`src/rtl/gate_bist_pkg.sv`:
```
// Shared definitions for the gate self-test engine: mode codes, FSM encoding,
// and a reference golden function usable from simulation code.
package gate_bist_pkg;

  localparam int unsigned MODE_W = 3;
  localparam int unsigned ST_W   = 2;
  localparam int unsigned MAX_N  = 8;

  localparam logic [MODE_W-1:0] MODE_AND  = 3'd0;
  localparam logic [MODE_W-1:0] MODE_OR   = 3'd1;
  localparam logic [MODE_W-1:0] MODE_XOR  = 3'd2;
  localparam logic [MODE_W-1:0] MODE_NAND = 3'd3;
  localparam logic [MODE_W-1:0] MODE_NOR  = 3'd4;
  localparam logic [MODE_W-1:0] MODE_XNOR = 3'd5;
  localparam logic [MODE_W-1:0] MODE_BUF  = 3'd6;
  localparam logic [MODE_W-1:0] MODE_NOT  = 3'd7;

  localparam logic [ST_W-1:0] ST_IDLE = 2'd0;
  localparam logic [ST_W-1:0] ST_RUN  = 2'd1;
  localparam logic [ST_W-1:0] ST_DONE = 2'd2;

  // Expected gate output for the low n bits of vec under the given mode.
  function automatic logic golden(input logic [MODE_W-1:0] mode,
                                  input logic [MAX_N-1:0]  vec,
                                  input int unsigned       n);
    logic r_and;
    logic r_or;
    logic r_xor;
    logic y;
    r_and = 1'b1;
    r_or  = 1'b0;
    r_xor = 1'b0;
    for (int unsigned i = 0; i < MAX_N; i++) begin
      if (i < n) begin
        r_and = r_and & vec[i];
        r_or  = r_or  | vec[i];
        r_xor = r_xor ^ vec[i];
      end
    end
    case (mode)
      MODE_AND:  y = r_and;
      MODE_OR:   y = r_or;
      MODE_XOR:  y = r_xor;
      MODE_NAND: y = ~r_and;
      MODE_NOR:  y = ~r_or;
      MODE_XNOR: y = ~r_xor;
      MODE_BUF:  y = vec[0];
      default:   y = ~vec[0];
    endcase
    return y;
  endfunction

endpackage

```
`src/rtl/gate_bist_golden.sv`:
```
// Combinational golden model: N-bit reduction of the delayed vector per mode.
module gate_bist_golden
  import gate_bist_pkg::*;
#(
  parameter int unsigned N = 2
) (
  input  logic [MODE_W-1:0] mode,
  input  logic [N-1:0]      vec,
  output logic              y_c
);

  // Select the reduction matching the latched gate function.
  always_comb begin
    y_c = 1'b0;
    case (mode)
      MODE_AND:  y_c = &vec;
      MODE_OR:   y_c = |vec;
      MODE_XOR:  y_c = ^vec;
      MODE_NAND: y_c = ~(&vec);
      MODE_NOR:  y_c = ~(|vec);
      MODE_XNOR: y_c = ~(^vec);
      MODE_BUF:  y_c = vec[0];
      MODE_NOT:  y_c = ~vec[0];
      default:   y_c = 1'b0;
    endcase
  end

endmodule

```
`src/rtl/gate_bist.sv`:
```
// Exhaustive-sweep self-test engine for an N-input gate with LAT-cycle response.
module gate_bist
  import gate_bist_pkg::*;
#(
  parameter int unsigned N   = 2,
  parameter int unsigned LAT = 0
) (
  input  logic              clk,
  input  logic              rst,
  input  logic              start,
  input  logic [MODE_W-1:0] mode,
  output logic [N-1:0]      pattern,
  input  logic              dut_y,
  output logic              busy,
  output logic              done,
  output logic              pass,
  output logic [N:0]        err_count,
  output logic [N-1:0]      first_fail,
  output logic              fail_valid
);

  localparam int unsigned CW   = N + 1;
  localparam int unsigned SW   = N + 1;
  localparam int unsigned DL   = (LAT == 0) ? 1 : LAT;
  localparam logic [N-1:0] LAST = {N{1'b1}};

  logic [ST_W-1:0]   state_q;
  logic [ST_W-1:0]   state_d;
  logic [MODE_W-1:0] mode_q;
  logic              iss_v_q;
  logic [SW-1:0]     dl_q [DL];
  logic [SW-1:0]     slot_c;
  logic              slot_v_c;
  logic [N-1:0]      slot_p_c;
  logic              gold_c;
  logic              start_ok_c;
  logic              cmp_c;
  logic              mism_c;

  // Slot under compare: live issue for LAT=0, else the tail of the delay line.
  assign slot_c   = (LAT == 0) ? {iss_v_q, pattern} : dl_q[DL-1];
  assign slot_v_c = slot_c[N];
  assign slot_p_c = slot_c[N-1:0];

  gate_bist_golden #(.N(N)) u_golden (
    .mode (mode_q),
    .vec  (slot_p_c),
    .y_c  (gold_c)
  );

  assign mism_c = cmp_c && (dut_y != gold_c);
  assign pass   = done && (err_count == '0);

  // Next-state logic; compare of the all-ones vector ends the sweep.
  always_comb begin
    state_d    = state_q;
    start_ok_c = 1'b0;
    cmp_c      = 1'b0;
    case (state_q)
      ST_IDLE, ST_DONE: begin
        if (start) begin
          state_d    = ST_RUN;
          start_ok_c = 1'b1;
        end
      end
      ST_RUN: begin
        cmp_c = slot_v_c;
        if (slot_v_c && (slot_p_c == LAST)) begin
          state_d = ST_DONE;
        end
      end
      default: state_d = ST_IDLE;
    endcase
  end

  // State register with registered busy/done status.
  always_ff @(posedge clk or posedge rst) begin
    if (rst) begin
      state_q <= ST_IDLE;
      busy    <= 1'b0;
      done    <= 1'b0;
    end else begin
      state_q <= state_d;
      busy    <= (state_d == ST_RUN);
      done    <= (state_d == ST_DONE);
    end
  end

  // Response delay line carrying {valid, pattern} to line up with dut_y.
  always_ff @(posedge clk or posedge rst) begin
    if (rst) begin
      for (int i = 0; i < int'(DL); i++) begin
        dl_q[i] <= '0;
      end
    end else begin
      dl_q[0] <= {iss_v_q, pattern};
      for (int i = 1; i < int'(DL); i++) begin
        dl_q[i] <= dl_q[i-1];
      end
    end
  end

  // Pattern issue, mismatch counting and first-failure capture.
  always_ff @(posedge clk or posedge rst) begin
    if (rst) begin
      mode_q     <= '0;
      iss_v_q    <= 1'b0;
      pattern    <= '0;
      err_count  <= '0;
      first_fail <= '0;
      fail_valid <= 1'b0;
    end else if (start_ok_c) begin
      mode_q     <= mode;
      iss_v_q    <= 1'b1;
      pattern    <= '0;
      err_count  <= '0;
      first_fail <= '0;
      fail_valid <= 1'b0;
    end else if (state_q == ST_RUN) begin
      if (iss_v_q) begin
        if (pattern == LAST) begin
          iss_v_q <= 1'b0;
        end else begin
          pattern <= pattern + N'(1);
        end
      end
      if (mism_c) begin
        err_count <= err_count + CW'(1);
        if (!fail_valid) begin
          first_fail <= slot_p_c;
          fail_valid <= 1'b1;
        end
      end
    end
  end

endmodule

```
`config.mk`:
```
export PLATFORM = sky130hd
export DESIGN_NAME = gate_bist
export DESIGN_NICKNAME = d
export VERILOG_FILES = /design/src/rtl/gate_bist_pkg.sv /design/src/rtl/gate_bist_golden.sv /design/src/rtl/gate_bist.sv
export SDC_FILE = /design/constraint.sdc
export NUM_CORES = 1
export LEC_CHECK = 0
export ABC_AREA = 1
export CAP_MARGIN = 15
export CELL_PAD_IN_SITES_DETAIL_PLACEMENT = 1
export CELL_PAD_IN_SITES_GLOBAL_PLACEMENT = 1
export CORE_MARGIN = 2
export CORE_UTILIZATION = 36
export DETAILED_ROUTE_END_ITERATION = 10
export GPL_TIMING_DRIVEN = 0
export PLACE_DENSITY_LB_ADDON = 0.1
export SYNTH_ARGS = -nofsm -noshare
export SYNTH_HDL_FRONTEND = slang
export SYNTH_SLANG_ARGS = --single-unit
```
`constraint.sdc`:
```
create_clock -name clk -period 2 [get_ports clk]
set_input_delay 0.6 -clock clk [delete_from_list [all_inputs] [get_ports clk]]
set_output_delay 0.6 -clock clk [all_outputs]
set_load 0.02 [all_outputs]
```
==> impl_metrics.tcl <==
set metrics [dict create \
    syn-mean-instance-area_sq_um 8.329 \
    tightest_slew_ns 0.6080 \
    pwr-share-seq_pct 31.8 \
    wl_per_cell_um 12.56 \
    routed_wl_mm 1.921 \
    chipWidth_um 53.29 \
    critical_path_class "flip-flop to output pin" \
    antennaDiodeCount 0 \
    path_cells "clkdlybuf4s50_1" \
    synthSimpleGateAreaFrac_pct 31.76 \
    vias 744 \
    clkPwrFrac_pct 9.7 \
    syn_nets 116 \
    drc 0 \
    cp_num_buf_inv 1 \
    netSwitchingPower_uw 813.1 \
    muxShareOfSynthArea_pct 0 \
    cts_root_buffer "clkbuf_4" \
    vias_per_cell 4.863 \
    synth_area_leaders "dfrtp_1 46%, nand2_1 9.9%, inv_1 7.7%" \
    clk_pin_slew_worst_paths_ns 0.10 \
    fmax_ghz 0.5232 \
    dieHeight_um 53.29 \
    combPwrFrac_pct 58.5 \
    cpPeakStageDelay_ns 0.62 \
    detail-route-antenna-nets 0 \
    ys_seq_area_share_pct 45.78 \
    fillers 281 \
    stdcell_area_sq_um 1097 \
    cts_buffers 3 \
    p_leak_uw 0.0005461 \
    rsz0062_at_grt "false" \
    start_util_pct 38.79 \
    slew_viol_final 0 \
    postCtsSetupRepairBufs 0 \
    synthAdderAreaFrac_pct 5.722 \
    dpl.cell_count 150 \
    yosysTopAreaCellShare_pct 45.78 \
    slew-limit-headroom_pct 59.43 \
    insertion_delay_ns 0.29 \
    arrival_ns 1.31 \
    synth_top_family_by_area "simple AND/OR/NAND/NOR gates" \
    fin_crit_ns 1.911 \
    finalHoldViolations 0 \
    finalSetupViolations 0 \
    critPathLaunchType "flip-flop" \
    drt_iter0_markers 5 \
    status "completed" \
    worst_setup_path_end_kind "output pin" \
    synth-seq-cells 16 \
    drive_above_1_share_pct 15.20 \
    fin_cells 153 \
    hp-class "flip-flop to flip-flop" \
    final_nets 138 \
    first_global_vias 792 \
    tritoncts "built" \
    crit_path_max_fanout 4 \
    p_sw_share_pct 47.09 \
    ys_warn_count 0 \
    post-dp-hpwl_mm 1.524 \
    antenna_found_initial 0 \
    clock-sinks 16 \
    postSynthCellCount 105 \
    fin_worst_skew_ns 0.01101 \
    yosysMostFrequentCell "nand2_1" \
    synth_top_area_cell "dfrtp_1" \
    power.density_nw_per_um2 1574 \
    vdd_drop_max_v 0.0007594 \
    grt_max_degree 17 \
    grt_usage_pct 16.22 \
    finalPower_uw 1727 \
    netlist_top_cells_count "23 x nand2_1, 18 x inv_1, 16 x dfrtp_1" \
    grt-ovfl-total 0 \
    fp-row-count 17 \
    critPathRequiredTime_ns 1.40 \
    hold_buffers 0 \
    syn_area_sq_um 874.6 \
    period_share_pct 95.56 \
    synth-compound-area-share_pct 8.155 \
    crit_family "buffers and inverters" \
    ctsLongestPathBuffers 2 \
    synth_ff_type "dfrtp_1" \
    drtPass1Iterations 4 \
    place_area_sq_um 1080 \
    portBuffers 17 \
    synth_xor_area_share_pct 0 \
    htreeDepth 1 \
    die_area_sq_um 2840 \
    synth_cell_type_count 20 \
    synth-async-reset-ratio_pct 100.0 \
    place_congestion 0.7535 \
    core_sq_um 2255 \
    grt_pass1_wl_mm 3.291 \
    synth_edf_count 0 \
    crit_path_top_delay_cell "clkdlybuf4s50_1" \
    max_cap_viol_count 0 \
    design.portCount 18 \
    area_delta_synth_final_pct 25.46 \
    power.internal_uw 913.7 \
]
[worst min-delay path: stages, from the launching register on]
cell and delay (ns):
dfrtp_1 0.36, nand3_1 0.08, nand2_1 0.07
[sequential cells by signal, summed over array words and instances, names as in the netlist]
signal / cells
done: 1
first_fail: 2
state_q: 2
mode_q: 3
pattern: 2
err_count: 3
fail_valid: 1
iss_v_q: 1
busy: 1
[path summary, 6_finish.rpt]
path | endpoint | slack, ns | cells after the start | startpoint
worst max-delay path | pattern[0] | 0.09 | 1 | pattern[0]
max in group asynchronous | err_count[2] | 0.91 | 2 | rst
worst max register to register | err_count[2] | 0.25 | 12 | pattern[0]
min in group asynchronous | iss_v_q | 0.68 | 2 | rst
worst min-delay path | first_fail[1] | 0.54 | 2 | first_fail[1]
worst min register to register | first_fail[1] | 0.54 | 2 | first_fail[1]
[cells in the final DEF (no fill, tap or decap), types with 2 or more instances in the layout]
cell              n
nand3_2           2
nand2_4           2
o21ai_2           3
nand3_1          11
dfrtp_1          16
nand2_1          23
inv_1            18
o21ai_0           8
ha_1              4
nand2_2           3
clkdlybuf4s50_1  16
clkbuf_4          3
nor2_1            6
[layer usage]
metal	GRT usage, %	vias to the layer above	routed length [um]
met2	28.81	10	980
met4	3.846	0	11
met5	0	-	0
met1	18.32	363	841
met3	5.650	2	87
li1	-	369	-
[final cells by class]
class                   instances  area (sq um)  area share [%]
repair buffers                 17         165.2           15.05
well taps                      28         35.03           3.193
clock buffers                   3         22.52           2.052
flip-flops and latches         16         400.4           36.49
multi-input cells              69         399.1           36.37
inverters                      19         71.32           6.499
plain buffers                   1         3.754          0.3421
[per-stage QoR]
stage / utilization [%] / hold slack (ns) / setup WS, ns / TNS (ns)
finish: 48.67 / 0.5382 / 0.08875 / 0
global route: 48.67 / 0.5845 / 0.04799 / 0
CTS: 48.95 / 0.5448 / 0.02497 / 0
detailed placement: 47.89 / 0.5213 / -0.01959 / -0.01968
global placement: 47.89 / 0.5031 / -0.004322 / -0.005770
floorplan: - / 0.5137 / 0.3228 / 0
[timing repair]
action | in CTS | in global routing
gates resized for setup | 3 | 1
setup endpoints to repair | 1 | 1
pin swaps | 0 | 0
[kinds of logic after synthesis]
group           Yosys count
compound gates           12
fa+ha+maj                 4
buf+inv                  20
flops                    16
simple gates             53
[power by group through the flow]
stage / registers, uW / clock network [uW] / logic [uW]
5_1_grt: 564 / 183 / 1140
3_5_place_dp: 559 / 0 / 1020
4_1_cts: 552 / 178 / 1030
3_3_place_gp: 551 / 0 / 988
6_report: 549 / 168 / 1010
2_1_floorplan: 628 / 0 / 630
(Power assumes the default switching activity.)
